File: src/rtl/color_event_scheduler.sv
// color_event_scheduler
//   Collects value-change events from NREQ requesters (one pending slot
//   each) and issues them one at a time to the shared color-evaluation
//   engine in round-robin order. It also flags when the network has been
//   quiet for SETTLE consecutive cycles.
//
// Ports
//   clk, rst          clock, synchronous active-high reset
//   req_valid/ready   per-requester event handshake
//   req_port          4-bit target input index per requester, slice [4i+3:4i]
//   req_data          (BW+1)-bit color vector per requester, slice i
//   out_valid/ready   issue handshake to the engine
//   out_src           granted requester index
//   out_port/out_data port and color vector of the issued event
//   evt_count         saturating count of completed issues
//   settled           no requests, pending events or issued events for SETTLE cycles
//   dbg_settle_state  current state of the settle machine
//
// Handshake rule (both sides): a transfer happens in exactly the cycle where
// valid and ready are both high at the rising edge; valid, once raised by
// this block on the output side, holds its payload stable until ready.
module color_event_scheduler #(
    parameter int  NREQ   = 4,
    parameter int  BW     = 63,
    parameter int  SETTLE = 8,
    localparam int SW     = ($clog2(NREQ) < 1) ? 1 : $clog2(NREQ)
) (
    input  logic                   clk,
    input  logic                   rst,
    input  logic [NREQ-1:0]        req_valid,
    output logic [NREQ-1:0]        req_ready,
    input  logic [4*NREQ-1:0]      req_port,
    input  logic [(BW+1)*NREQ-1:0] req_data,
    output logic                   out_valid,
    input  logic                   out_ready,
    output logic [SW-1:0]          out_src,
    output logic [3:0]             out_port,
    output logic [BW:0]            out_data,
    output logic [15:0]            evt_count,
    output logic                   settled,
    output logic [1:0]             dbg_settle_state
);

    typedef enum logic [1:0] {
        S_ACTIVE   = 2'd0,
        S_COUNTING = 2'd1,
        S_SETTLED  = 2'd2
    } settle_state_t;

    // Pending slots
    logic [NREQ-1:0] r_pend;
    logic [3:0]      r_slot_port [NREQ];
    logic [BW:0]     r_slot_data [NREQ];

    // Output register and arbiter pointer
    logic            r_out_valid;
    logic [SW-1:0]   r_out_src;
    logic [3:0]      r_out_port;
    logic [BW:0]     r_out_data;
    logic [SW-1:0]   r_ptr;
    logic [15:0]     r_evt_count;

    // Settle machine
    settle_state_t   r_state;
    settle_state_t   w_state_next;
    logic [7:0]      r_quiet;
    logic [7:0]      w_quiet_next;
    logic            w_activity;

    // Arbiter
    logic            w_load_ok;
    logic            w_found;
    logic            w_grant_any;
    logic [SW-1:0]   w_gidx;
    logic [SW:0]     w_scan;
    logic [NREQ-1:0] w_grant;
    logic [SW-1:0]   w_ptr_next;

    // Round-robin search: first pending slot at or after the pointer.
    always_comb begin
        w_load_ok = ~r_out_valid | out_ready;
        w_found   = 1'b0;
        w_gidx    = '0;
        w_scan    = '0;
        for (int k = 0; k < NREQ; k++) begin
            w_scan = {1'b0, r_ptr} + (SW+1)'(k);
            if (w_scan >= (SW+1)'(NREQ)) begin
                w_scan = w_scan - (SW+1)'(NREQ);
            end
            if (!w_found && r_pend[w_scan[SW-1:0]]) begin
                w_found = 1'b1;
                w_gidx  = w_scan[SW-1:0];
            end
        end
        w_grant_any = w_load_ok & w_found;
        w_grant     = '0;
        if (w_grant_any) begin
            w_grant[w_gidx] = 1'b1;
        end
        w_ptr_next = (w_gidx == SW'(NREQ-1)) ? '0 : w_gidx + SW'(1);
    end

    // A slot being granted this cycle can take a new event at the same edge.
    assign req_ready = ~r_pend | w_grant;

    always_ff @(posedge clk) begin
        if (rst) begin
            r_pend <= '0;
            for (int i = 0; i < NREQ; i++) begin
                r_slot_port[i] <= '0;
                r_slot_data[i] <= '0;
            end
        end else begin
            for (int i = 0; i < NREQ; i++) begin
                // A refill wins over the clear: the old contents leave
                // through the output register at this same edge.
                if (req_valid[i] && req_ready[i]) begin
                    r_pend[i]      <= 1'b1;
                    r_slot_port[i] <= req_port[4*i +: 4];
                    r_slot_data[i] <= req_data[(BW+1)*i +: (BW+1)];
                end else if (w_grant[i]) begin
                    r_pend[i] <= 1'b0;
                end
            end
        end
    end

    always_ff @(posedge clk) begin
        if (rst) begin
            r_out_valid <= 1'b0;
            r_out_src   <= '0;
            r_out_port  <= '0;
            r_out_data  <= '0;
            r_ptr       <= '0;
        end else if (w_load_ok) begin
            r_out_valid <= w_found;
            if (w_found) begin
                r_out_src  <= w_gidx;
                r_out_port <= r_slot_port[w_gidx];
                r_out_data <= r_slot_data[w_gidx];
                r_ptr      <= w_ptr_next;
            end
        end
    end

    always_ff @(posedge clk) begin
        if (rst) begin
            r_evt_count <= '0;
        end else if (r_out_valid && out_ready && (r_evt_count != 16'hFFFF)) begin
            r_evt_count <= r_evt_count + 16'd1;
        end
    end

    // Settle machine: any request, pending slot or presented event restarts
    // the quiet count; settled holds while the count sits at SETTLE.
    always_comb begin
        w_activity   = (|req_valid) | (|r_pend) | r_out_valid;
        w_state_next = r_state;
        w_quiet_next = r_quiet;
        if (w_activity) begin
            w_state_next = S_ACTIVE;
            w_quiet_next = '0;
        end else begin
            if (r_quiet != 8'(SETTLE)) begin
                w_quiet_next = r_quiet + 8'd1;
            end
            w_state_next = (w_quiet_next == 8'(SETTLE)) ? S_SETTLED : S_COUNTING;
        end
    end

    always_ff @(posedge clk) begin
        if (rst) begin
            r_state <= S_ACTIVE;
            r_quiet <= '0;
        end else begin
            r_state <= w_state_next;
            r_quiet <= w_quiet_next;
        end
    end

    assign out_valid        = r_out_valid;
    assign out_src          = r_out_src;
    assign out_port         = r_out_port;
    assign out_data         = r_out_data;
    assign evt_count        = r_evt_count;
    assign settled          = (r_state == S_SETTLED);
    assign dbg_settle_state = r_state;

endmodule

File: config.mk
export PLATFORM = sky130hd
export DESIGN_NAME = color_event_scheduler
export DESIGN_NICKNAME = d
export VERILOG_FILES = /design/src/rtl/color_event_scheduler.sv
export SDC_FILE = /design/constraint.sdc
export NUM_CORES = 1
export LEC_CHECK = 0
export ABC_AREA = 1
export BUFFER_PORTS_ARGS = -buffer_cell sky130_fd_sc_hd__buf_4
export CORE_MARGIN = 5
export CORE_UTILIZATION = 43
export DETAILED_ROUTE_END_ITERATION = 8
export GPL_ROUTABILITY_DRIVEN = 0
export PLACE_DENSITY = 0.74
export SYNTH_ARGS = -nofsm -noshare
export SYNTH_HDL_FRONTEND = slang
export SYNTH_SLANG_ARGS = --single-unit
export TNS_END_PERCENT = 100
File: constraint.sdc
create_clock -name clk -period 4.94 [get_ports clk]
set_input_delay 0.494 -clock clk [delete_from_list [all_inputs] [get_ports clk]]
set_output_delay 0.494 -clock clk [all_outputs]
set_load 0.005 [all_outputs]
After elaboration in Yosys (flattened, before gate mapping)
Memories as Yosys holds them, arrays and structs flattened. A register that Yosys moved wholly into a read port is not among the register bits.
Cells that the tools add are included.
{"block": "word_totals", "n_memories": 2, "word_cells": 130, "in_bits": 279, "ram_bits": 272, "output_inout_bits": 94, "ff_bits": 35, "latch_bits": 0, "romBits": 0}
{"block": "op_classes", "n_addsub": 10, "muxes": 57, "div_mod_pow": 0, "shifts": 0, "n_bitwise": 15, "n_eq_ne": 5, "order_cmp": 10, "n_reduce_logical": 21, "multipliers": 0}
{"name": "r_slot_data", "depth": 4, "word_bits": 64, "read_ports": 1, "rd_clocked_by_memory_dff": 1, "wr": 4, "line_no": "53", "rtl": "logic [BW:0] r_slot_data [NREQ];"}
{"name": "r_slot_port", "depth": 4, "word_bits": 4, "read_ports": 1, "rd_clocked_by_memory_dff": 1, "wr": 4, "line_no": "52", "rtl": "logic [3:0] r_slot_port [NREQ];"}
{"operator": "64-bit 2-to-1 mux", "n": 4}
{"operator": "1-bit 2-to-1 mux", "n": 31}
{"operator": "2-bit 2-to-1 mux", "n": 10}
{"operator": "4-bit 2-to-1 mux", "n": 5}
{"operator": "16-bit by 1-bit adder with 16-bit output, second input constant", "n": 1}
{"operator": "8-bit 2-to-1 mux", "n": 2}
{"operator": "16-bit != test, second input constant", "n": 1}
{"operator": "2-bit by 3-bit < comparator with 1-bit output, second input constant", "n": 5}
{"operator": "1-bit bitwise OR", "n": 11}
{"operator": "1-bit logical AND", "n": 10}
{"operator": "3-bit >= comparator, second input constant", "n": 3}
{"operator": "8-bit by 1-bit adder with 8-bit output, second input constant", "n": 1}
{"operator": "1-bit binary-select mux with 2-bit select", "n": 4}
{"operator": "8-bit by 4-bit equality test with 1-bit output, second input constant", "n": 1}
{"operator": "8-bit by 4-bit != test with 1-bit output, second input constant", "n": 1}
{"operator": "2-bit nonzero test", "n": 4}
{"operator": "4-bit OR reduction", "n": 2}
{"operator": "2-bit by 1-bit subtractor with 2-bit output, second input constant", "n": 4}
{"operator": "2-bit by 2-bit adder with 3-bit output, second input constant", "n": 2}
{"operator": "2-bit equality test, second input constant", "n": 2}
{"operator": "4-bit inverter", "n": 1}
{"operator": "4-bit bitwise OR", "n": 1}
{"operator": "2-bit by 1-bit adder with 3-bit output, second input constant", "n": 1}
{"operator": "2-bit by 3-bit >= comparator with 1-bit output, second input constant", "n": 1}
{"operator": "8 further kinds", "n": 10}

Longest topological paths before layout
{"block": "depth", "depth_word": 25, "ltp_mapped": 19, "ltp_nobuf": 15}

Worst setup path before layout
No wires, ideal clock.
{"block": "synth_timing", "path_type": "register to register", "startpoint": "reg r_ptr[0]", "endpoint": "mem r_slot_data[3][0] in the netlist's numbering, enable pin", "arrival_time_ns": 3.394, "setup_time_ns": 0.428, "slack_ns": 1.118, "t_required_ns": 4.512, "n_path_buf": 3, "path_stages_with_launch": 17, "synth_period_minus_slack_ns": 3.822, "cell_sequence": "dfxtp_1 -> buf_4 -> nand2_2 -> nand3_2 -> nand2_2 -> nor2_2 -> nand3_1 -> nand2_2 -> nand2_2 -> buf_6 -> clkinv_1 -> buf_2 -> ha_1 -> nand2_1 -> nand2_1 -> nand2_1 -> nand2_1"}
{"item": "start, declared", "line_no": "60", "rtl": "logic [SW-1:0] r_ptr;"}
{"item": "start signal, assigned", "line_no": "141", "rtl": "r_ptr <= w_ptr_next;"}
{"item": "end, declared", "line_no": "53"}

==> results.py <==
metrics = {
    "detailed_routing": {
        "drt_wl_total_mm": 50.29,
        "drc_errors": 0,
        "ant_nets": 0,
        "vias": 14518,
        "drt_pass1_iterations": 5,
        "drtIter0Drc": 1252,
        "routedWlPerCell_um": 16.70,
        "via_per_inst": 4.820,
    },
    "timing": {
        "slew_violations": 0,
        "clock_skew_ns": 0.01591,
        "period_share": 0.7869,
        "slew_headroom": 0.2183,
        "rsz0062_at_grt": "no",
        "setup_viol": 0,
        "worst_pin_slew_ns": 1.168,
        "finalSetupTns_ns": 0,
        "finalHoldViolCount": 0,
        "min_period_ns": 3.887,
        "max_freq_mhz": 257.3,
    },
    "floorplanning": {
        "dieArea_um2": 45310,
        "io_pins": 373,
        "core_area_um2": 40740,
        "num_rows": 74,
        "die_h_um": 212.9,
        "start_util": 0.4343,
        "die_w_um": 212.9,
    },
    "synth": {
        "syn_nets": 2404,
        "synth.distinct_cells": 33,
        "synth.avg_cell_area_um2": 8.343,
        "syn_area_um2": 17690,
        "synthCells": 2121,
        "synth-warning-count": 0,
        "ys_seq_area_frac": 0.5781,
        "ys_ff_latch": 375,
    },
    "worst_setup_path": {
        "slowest_stage": "nand3_4",
        "critPathArrivalTime_ns": 4.26,
        "cp-start-kind": "flop",
        "path_cells": "inv_2 -> nand2_1 -> nand2_1 -> nand2_1 -> nand2_1 -> nor2_2 -> nand3_1 -> nand2_2 -> buf_4 -> nand3_2 -> o21ai_4 -> nand3_4 -> nor2_1",
        "path_max_fanout": 68,
        "cp_top_family": "simple AND/OR/NAND/NOR gates",
        "required_ns": 5.31,
        "cpPeakStageDelay_ns": 0.83,
        "r2r_start": "r_ptr[0]",
        "path_buf_inv": 2,
        "criticalPathCategory": "flop to flop",
        "cp_common_cell": "nand2_1",
        "cp-startpoint": "r_ptr[0]",
        "endpoint_kind": "flop",
    },
    "grt": {
        "overflow": 0,
        "busiest_layer": "met2",
        "grt_pass1_vias": 14427,
        "antenna_found_initial": 0,
        "grt_pass1_wl_mm": 77.07,
        "track_usage": 0.2171,
        "met1_usage": 0.2885,
        "grt_max_degree": 97,
        "use_met3": 0.03130,
        "grt_util_met2": 0.3662,
    },
    "clock_tree": {
        "htreeDepth": 2,
        "cts_resized": 0,
        "postCtsHoldBufs": 0,
        "cts_tree": "built",
        "clkLatencyLatePin_ns": 0.57,
        "clk_pin_slew_ns": 0.06,
        "cts_buffers": 41,
        "cts_sinks": 375,
        "clockRootBuffer": "clkbuf_16",
        "clk_path_buf_depth": 3,
        "cts_setup_buffers": 0,
    },
    "place": {
        "dp_hpwl_mm": 32.59,
        "dpl_cell_area_um2": 20810,
        "port_buffers": 372,
    },
    "finish": {
        "nets": 2731,
        "drive_above_1_share": 0.2069,
        "diodes": 0,
        "fin_area_um2": 22100,
        "areaGrowthSynthToFinish_pct": 24.91,
    },
    "worst_hold_path": {
        "min_path_type": "primary input to flop",
        "min_from": "req_data[144]",
    },
    "pwr": {
        "seq_power_share": 0.353,
        "intPower_mw": 7.449,
        "p_per_area_nw_per_um2": 559.4,
        "clkPwrFrac": 0.240,
        "combPwrFrac": 0.407,
        "leakage_nw": 10.94,
        "swShare": 0.3975,
        "power.switching_mw": 4.915,
        "ir_drop_uv": 747.1,
    },
    "run": {
        "max-cap-violations": 0,
    },
    "status": {
        "status": "completed",
    },
}
## cell type report
type | instances | area [µm²]
Multi-Input combinational cell | 1158 | 5204
Inverter | 490 | 1839
Clock buffer | 63 | 1181
Timing Repair Buffer | 382 | 2868
Tap cell | 532 | 665.6
Fill cell | 3675 | 18640
Clock inverter | 12 | 115.1
Sequential cell | 375 | 10230
## layout by cell type, fill, tap and decap left out, types with 2 or more instances in the layout
| cell type | instances |
|---|---|
| a21oi_1 | 18 |
| a31oi_1 | 2 |
| buf_4 | 382 |
| clkbuf_1 | 17 |
| clkbuf_16 | 43 |
| clkbuf_8 | 3 |
| clkinv_1 | 4 |
| clkinv_8 | 2 |
| clkinvlp_4 | 2 |
| dfxtp_1 | 103 |
| edfxtp_1 | 272 |
| ha_1 | 4 |
| inv_1 | 486 |
| inv_2 | 4 |
| nand2_1 | 310 |
| nand2_2 | 8 |
| nand2_4 | 4 |
| nand3_1 | 184 |
| nand3_2 | 5 |
| nand3_4 | 4 |
| nand3b_1 | 2 |
| nand4_1 | 7 |
| nor2_1 | 483 |
| nor2_2 | 47 |
| nor2_4 | 2 |
| nor3_1 | 9 |
| nor3b_1 | 44 |
| nor4_1 | 2 |
| o21ai_0 | 10 |
| xor2_1 | 6 |
## path summary, 6_finish.rpt
kind	endpoint	slack, ns	cells after the start
min reg2reg	out_src[0]	0.49	2
max reg2reg	r_slot_data[1][10]	1.05	13
min	r_slot_data[2][16]	0.22	3
max	r_slot_data[1][10]	1.05	13
## through the flow
stage	instances	setup WS, ns	util	power, mW	hold slack (ns)
detailed placement	2937	1.150	0.5107	9.453	0.4741
CTS	3012	1.133	0.5425	12.45	0.1879
floorplan	2121	1.118	-	7.802	0.4615
global placement	2937	1.370	0.5107	9.276	0.4601
global route	3012	0.6768	0.5425	13.21	0.2053
finish	3012	1.053	0.5425	12.36	0.2225
## registers in the layout, indices dropped and copies added, names as in the netlist
name and flops:
r_slot_data 256, out_data 64, evt_count 16, r_slot_port 16, r_quiet 8, out_port 4
r_pend 4, dbg_settle_state 2, out_src 2, r_ptr 2, out_valid 1
## worst min-delay path, delay by kind of cell
| kind | cells | cell delay (ns) |
|---|---|---|
| and+or+nand+nor | 1 | 0.08 |
| buffers and inverters | 2 | 0.10 |
## cell families after synthesis
kind of cell               Yosys count  synth area share
AOI/OAI and AO/OA                   35           0.01124
xor gates and xnor gates             6          0.002970
adders and majority gates            4          0.002829
buffers and inverters              588            0.1325
DFF                                375            0.5781
and+or+nand+nor                   1113            0.2723
## synthesized netlist by cell type
library cell    n  share of area
inv_2           3        0.00064
o31ai_1         1        0.00042
o21ai_0        10         0.0028
buf_2          35         0.0099
nor4_1          2        0.00071
ha_1            4         0.0028
or2_2           1        0.00035
buf_4           9         0.0038
inv_1         486           0.10
nor3b_1        44          0.019
a211oi_1        1        0.00042
nor3_1          9         0.0025
nand4_1         7         0.0025
nand3_1       185          0.052
clkbuf_1       35         0.0074
edfxtp_1      272           0.46
buf_1          11         0.0023
nand3_2         7         0.0040
nand3b_1        2        0.00085
o21a_1          1        0.00042
nand3_4         1        0.00099
o21ai_4         1        0.00092
nand2_2         9         0.0032
xor2_1          6         0.0030
dfxtp_1       103           0.12
nor2_2         48          0.017
o211ai_1        1        0.00042
a31oi_1         2        0.00071
a21oi_1        18         0.0051
nand2_1       314          0.067
buf_6           8         0.0051
nor2_1        484           0.10
clkinv_1        1        0.00021
## power groups by stage
| stage | Clock [mW] | Sequential (mW) | Combinational [mW] |
|---|---|---|---|
| floorplan | 0 | 4.35 | 3.45 |
| global placement | 0 | 4.40 | 4.88 |
| detailed placement | 0 | 4.41 | 5.04 |
| CTS | 3.03 | 4.36 | 5.07 |
| global route | 3.15 | 4.41 | 5.65 |
| finish | 2.97 | 4.36 | 5.03 |
## metal layers
metal  part of all wire  vias to the layer above  routed length, µm
li1                   -                     7086                  -
met1               0.41                     6768              20400
met2               0.49                      566              24580
met3              0.074                       98               3746
met4              0.031                        0               1556
met5                  0                        -                  0
(Power assumes the default switching activity.)
